===== config.mk =====
export PLATFORM = sky130hd
export DESIGN_NAME = serial_add_sched
export DESIGN_NICKNAME = d
export VERILOG_FILES = /design/src/rtl/serial_add_sched.sv
export SDC_FILE = /design/constraint.sdc
export NUM_CORES = 1
export LEC_CHECK = 0
export BUFFER_PORTS_ARGS = -buffer_cell sky130_fd_sc_hd__buf_2
export CAP_MARGIN = 10
export CORE_MARGIN = 2
export CORE_UTILIZATION = 47
export DETAILED_ROUTE_END_ITERATION = 12
export GPL_TIMING_DRIVEN = 0
export PLACE_DENSITY = 0.78
export SYNTH_ARGS = -nofsm -noshare
export SYNTH_HDL_FRONTEND = slang
export SYNTH_SLANG_ARGS = --single-unit

===== constraint.sdc =====
create_clock -name clk -period 1.25 [get_ports clk]
set_clock_uncertainty 0.1 [all_clocks]
set_input_delay 0.125 -clock clk [delete_from_list [all_inputs] [get_ports clk]]
set_output_delay 0.125 -clock clk [all_outputs]
set_load 0.005 [all_outputs]

===== src/rtl/serial_add_sched.sv =====
// Round-robin two-requester scheduler driving an internal bit-serial LSB-first adder.
// Optional subtract mode (sub0/sub1 ports) is enabled by defining SERADD_SUB_EN.
module serial_add_sched #(
  parameter int unsigned WIDTH = 4
) (
  input  logic             clk,
  input  logic             reset,
  input  logic             req0,
  input  logic [WIDTH-1:0] a0,
  input  logic [WIDTH-1:0] b0,
`ifdef SERADD_SUB_EN
  input  logic             sub0,
  input  logic             sub1,
`endif
  input  logic             req1,
  input  logic [WIDTH-1:0] a1,
  input  logic [WIDTH-1:0] b1,
  output logic             busy,
  output logic [1:0]       gnt,
  output logic             done,
  output logic             done_id,
  output logic [WIDTH-1:0] sum,
  output logic             cout
);

  localparam int unsigned CW = (WIDTH > 1) ? $clog2(WIDTH) : 1;

  typedef enum logic [1:0] {IDLE, RUN, DONE} state_t;

  state_t           state, state_nxt;
  logic [CW-1:0]    cnt, cnt_nxt;
  logic             carry, carry_nxt;
  logic [WIDTH-1:0] a_sr, a_sr_nxt;
  logic [WIDTH-1:0] b_sr, b_sr_nxt;
  logic [WIDTH-1:0] r_sr, r_sr_nxt;
  logic             rr_last, rr_last_nxt;
  logic             busy_nxt, done_nxt, done_id_nxt, cout_nxt;
  logic [1:0]       gnt_nxt;
  logic [WIDTH-1:0] sum_nxt;
  logic             pick;
  logic             sub_sel;
  logic             s;

  // State and datapath registers
  always_ff @(posedge clk or posedge reset) begin
    if (reset) begin
      state   <= IDLE;
      cnt     <= '0;
      carry   <= 1'b0;
      a_sr    <= '0;
      b_sr    <= '0;
      r_sr    <= '0;
      rr_last <= 1'b1;
      busy    <= 1'b0;
      gnt     <= 2'b00;
      done    <= 1'b0;
      done_id <= 1'b0;
      sum     <= '0;
      cout    <= 1'b0;
    end else begin
      state   <= state_nxt;
      cnt     <= cnt_nxt;
      carry   <= carry_nxt;
      a_sr    <= a_sr_nxt;
      b_sr    <= b_sr_nxt;
      r_sr    <= r_sr_nxt;
      rr_last <= rr_last_nxt;
      busy    <= busy_nxt;
      gnt     <= gnt_nxt;
      done    <= done_nxt;
      done_id <= done_id_nxt;
      sum     <= sum_nxt;
      cout    <= cout_nxt;
    end
  end

  // Next-state, arbitration and one serial add step per RUN cycle
  always_comb begin
    state_nxt   = state;
    cnt_nxt     = cnt;
    carry_nxt   = carry;
    a_sr_nxt    = a_sr;
    b_sr_nxt    = b_sr;
    r_sr_nxt    = r_sr;
    rr_last_nxt = rr_last;
    busy_nxt    = busy;
    gnt_nxt     = gnt;
    done_nxt    = 1'b0;
    done_id_nxt = done_id;
    sum_nxt     = sum;
    cout_nxt    = cout;
    pick        = (req0 && req1) ? ~rr_last : req1;
    sub_sel     = 1'b0;
`ifdef SERADD_SUB_EN
    sub_sel     = pick ? sub1 : sub0;
`endif
    s           = a_sr[0] ^ b_sr[0] ^ carry;

    unique case (state)
      IDLE: begin
        // The cycle done is visible still belongs to the finished operation
        if (done) begin
          busy_nxt = 1'b0;
          gnt_nxt  = 2'b00;
        end else if (req0 || req1) begin
          a_sr_nxt  = pick ? a1 : a0;
          b_sr_nxt  = (pick ? b1 : b0) ^ {WIDTH{sub_sel}};
          carry_nxt = sub_sel;
          cnt_nxt   = '0;
          gnt_nxt   = pick ? 2'b10 : 2'b01;
          busy_nxt  = 1'b1;
          state_nxt = RUN;
        end
      end
      RUN: begin
        carry_nxt = (a_sr[0] & b_sr[0]) | (a_sr[0] & carry) | (b_sr[0] & carry);
        a_sr_nxt  = a_sr >> 1;
        b_sr_nxt  = b_sr >> 1;
        r_sr_nxt  = {s, r_sr[WIDTH-1:1]};
        cnt_nxt   = cnt + CW'(1);
        if (cnt == CW'(WIDTH - 1)) state_nxt = DONE;
      end
      DONE: begin
        done_nxt    = 1'b1;
        sum_nxt     = r_sr;
        cout_nxt    = carry;
        done_id_nxt = gnt[1];
        rr_last_nxt = gnt[1];
        state_nxt   = IDLE;
      end
      default: state_nxt = IDLE;
    endcase
  end

endmodule

==> flow_summary.ini <==
[synth]
ys_warn_count = 0
yosysTopAreaCell = dfrtp_1
ys_seq_area_share_pct = 53.6
synth.most_common_cell = dfrtp_1
async_flop_share_pct = 100
yosys_most_used_dff = dfrtp_1
synthCells = 129
synth_area_leaders = dfrtp_1 (52%), o21ai_0 (7.6%), nand2_1 (6.6%), a22o_1 (5.4%), mux2_2 (4.3%)
yosysTopAreaCellShare_pct = 51.6
syn-num-nets = 151
synth_edf_count = 0
ys_ff_latch = 28
synth_area_sq_um = 1310
synth.distinct_cells = 26
synthTopCellsByCount = dfrtp_1 (27), nand2_1 (23), o21ai_0 (20)
synth.avg_cell_area_sq_um = 10.1

[clock_tree]
cts_tree = done
clock_sinks = 28
cts_buffer_depth = 2
ctsHoldBuffers = 4
cts_buffers = 3
clkLatencyLatePin_ns = 0.34
htreeDepth = 1
root_buffer = clkbuf_4
path_clk_slew_ns = 0.15

[floorplanning]
initial_utilization_pct = 48.3
io-pin-count = 30
die_h_microns = 56.8
die-area_sq_um = 3220
core_sq_um = 2710
rows = 19
die_x_microns = 56.8

[global_route]
grt-ovfl-total = 0
grt_use_total_pct = 20.7
grtUsageMet2_pct = 34.6
met3_usage_pct = 5.07
grt_max_degree = 29
use_met1_pct = 27.3
grt_pass1_vias = 1115
grt_pass1_wl_mm = 5.13
antenna_found_initial = 0
grt_busiest_layer = met2

[detailed_routing]
firstDrtPassIters = 4
ant_nets = 0
vias = 1164
drt_iter0_drc = 46
wirelength_mm = 3.32
routedWlPerCell_microns = 15.4
drc = 0
viasPerCell = 5.39

[setup_path]
cp_data_arrival_time_ns = 1.52
r2r_slack_ns = -0.13
cpLargestDelayFamily = compound AO/OA/AOI/OAI gates
path_class = flop to flop
cp_data_required_time_ns = 1.40
reg2reg_depth = 4
slowest_stage = dfstp_2
worstReg2RegEnd = a_sr[0]
cp_slowest_stage_delay_ns = 0.41
path_cells = a21boi_4, buf_6, o21ai_2, a22o_1
worstSetupStartpointType = flop
regToRegStartpoint = rr_last
cp_max_fo = 7
crit_buf_inv = 1
end_kind = flop

[placed_design]
io_buffer_count = 29
preCtsSetupSlack_ns = -0.133
hpwl_mm = 1.82
place_congestion = 0.786
placed_area_sq_um = 1500

[power_and_ir_drop]
vdd_ir_drop_max_mv = 1.95
p_total_mw = 4.43
p_leak_nw = 0.929
power_density_nw_per_um2 = 2320

[sta]
slew_headroom_pct = 30.6
setup_violations = 20
hold_viol = 27
period_minus_slack_ns = 1.38
timing.fmax_ghz = 0.727
layout_setup_ws_ns = -0.126
post-route-period-util_pct = 110
rsz0062_at_grt = true
finalSetupTns_ns = -1.46
tightestPinTransition_ns = 1.04
slew_viol_final = 0
hold-worst-slack_ns = -0.0925

[min_path]
hold_class = input port to async pin

[status]
violations = hold timing, setup timing
outcome = complete, but fails checks

[job]
maxCapViolations = 0

[cells_and_area]
antenna_cells = 0
nets = 208
drive_above_1_share_pct = 50.8
area_delta_synth_final_pct = 45.5
stdcell_area_sq_um = 1900
[final cells by class]
type	instances	area, sq um
fill	187	806
sequential	28	703
multi-input combinational	88	653
timing repair buffer	53	363
buffer	6	71.3
tap	31	38.8
clock inverter	1	30.0
clock buffer	3	22.5
inverter	6	22.5
[flip-flops by register name, summed over array words and instances (netlist names)]
| signal | count |
|---|---|
| sum | 4 |
| busy | 1 |
| done | 1 |
| cnt | 2 |
| a_sr | 4 |
| b_sr | 4 |
| r_sr | 4 |
| carry | 1 |
| done_id | 1 |
| gnt | 2 |
| cout | 1 |
| rr_last | 1 |
| state | 2 |
[timing repair]
item                                    4_1_cts  5_1_grt
endpoints found under the hold margin        29       16
endpoints found under the setup margin       20       26
resized for setup                            39       29
cloned                                        2        2
setup buffers                                 9        7
pin swaps                                     6        7
[power by group]
part	leakage [nW]	total (mW)	switching (mW)	internal [mW]
clock	0.0279	0.601	0.277	0.325
sequential	0.350	1.55	0.263	1.29
combinational	0.551	2.27	1.04	1.23
[worst max-delay path by stage]
stage                        start       to  slack [ns]  cells past startpoint
after floorplan               done  a_sr[1]       -0.04                      4
after global placement    state[0]  b_sr[0]       -0.12                      6
after detailed placement  state[0]  a_sr[2]       -0.13                      6
after CTS                 state[1]  a_sr[2]       -0.09                      6
after global routing      state[0]  a_sr[0]       -0.20                      4
final                      rr_last  a_sr[0]       -0.13                      4
[metal layers]
| layer | part of all wire, % | wire (microns) |
|---|---|---|
| met5 | 0 | 0 |
| met2 | 52 | 1720 |
| met1 | 43 | 1430 |
| met4 | 0.99 | 33 |
| met3 | 4.2 | 138 |
[cells by family after synthesis]
group / synth area share (%)
buf+inv: 6.21
fa+ha+maj: 2.49
simple gates: 12.0
compound gates: 19.8
flops: 53.6
mux: 5.83
[cells in the final DEF (no fill, tap or decap), drive strengths merged, types with 2 or more instances in the layout]
cell         count
buf             55
dfrtp           27
nand2           23
o21ai           22
a22o             8
a21oi            8
nor2             7
inv              6
mux2             5
dlygate4sd3      4
clkbuf           3
nor2b            2
nand2b           2
mux2i            2
[stage by stage]
stage / util [%] / instances / hold WS (ns)
after floorplan: - / 129 / 0.0897
after global placement: 55.4 / 189 / 0.296
after detailed placement: 55.4 / 189 / 0.311
after CTS: 65.3 / 207 / -0.0620
after global routing: 70.3 / 216 / -0.0234
final: 70.3 / 216 / -0.0925
(Power assumes the default switching activity.)
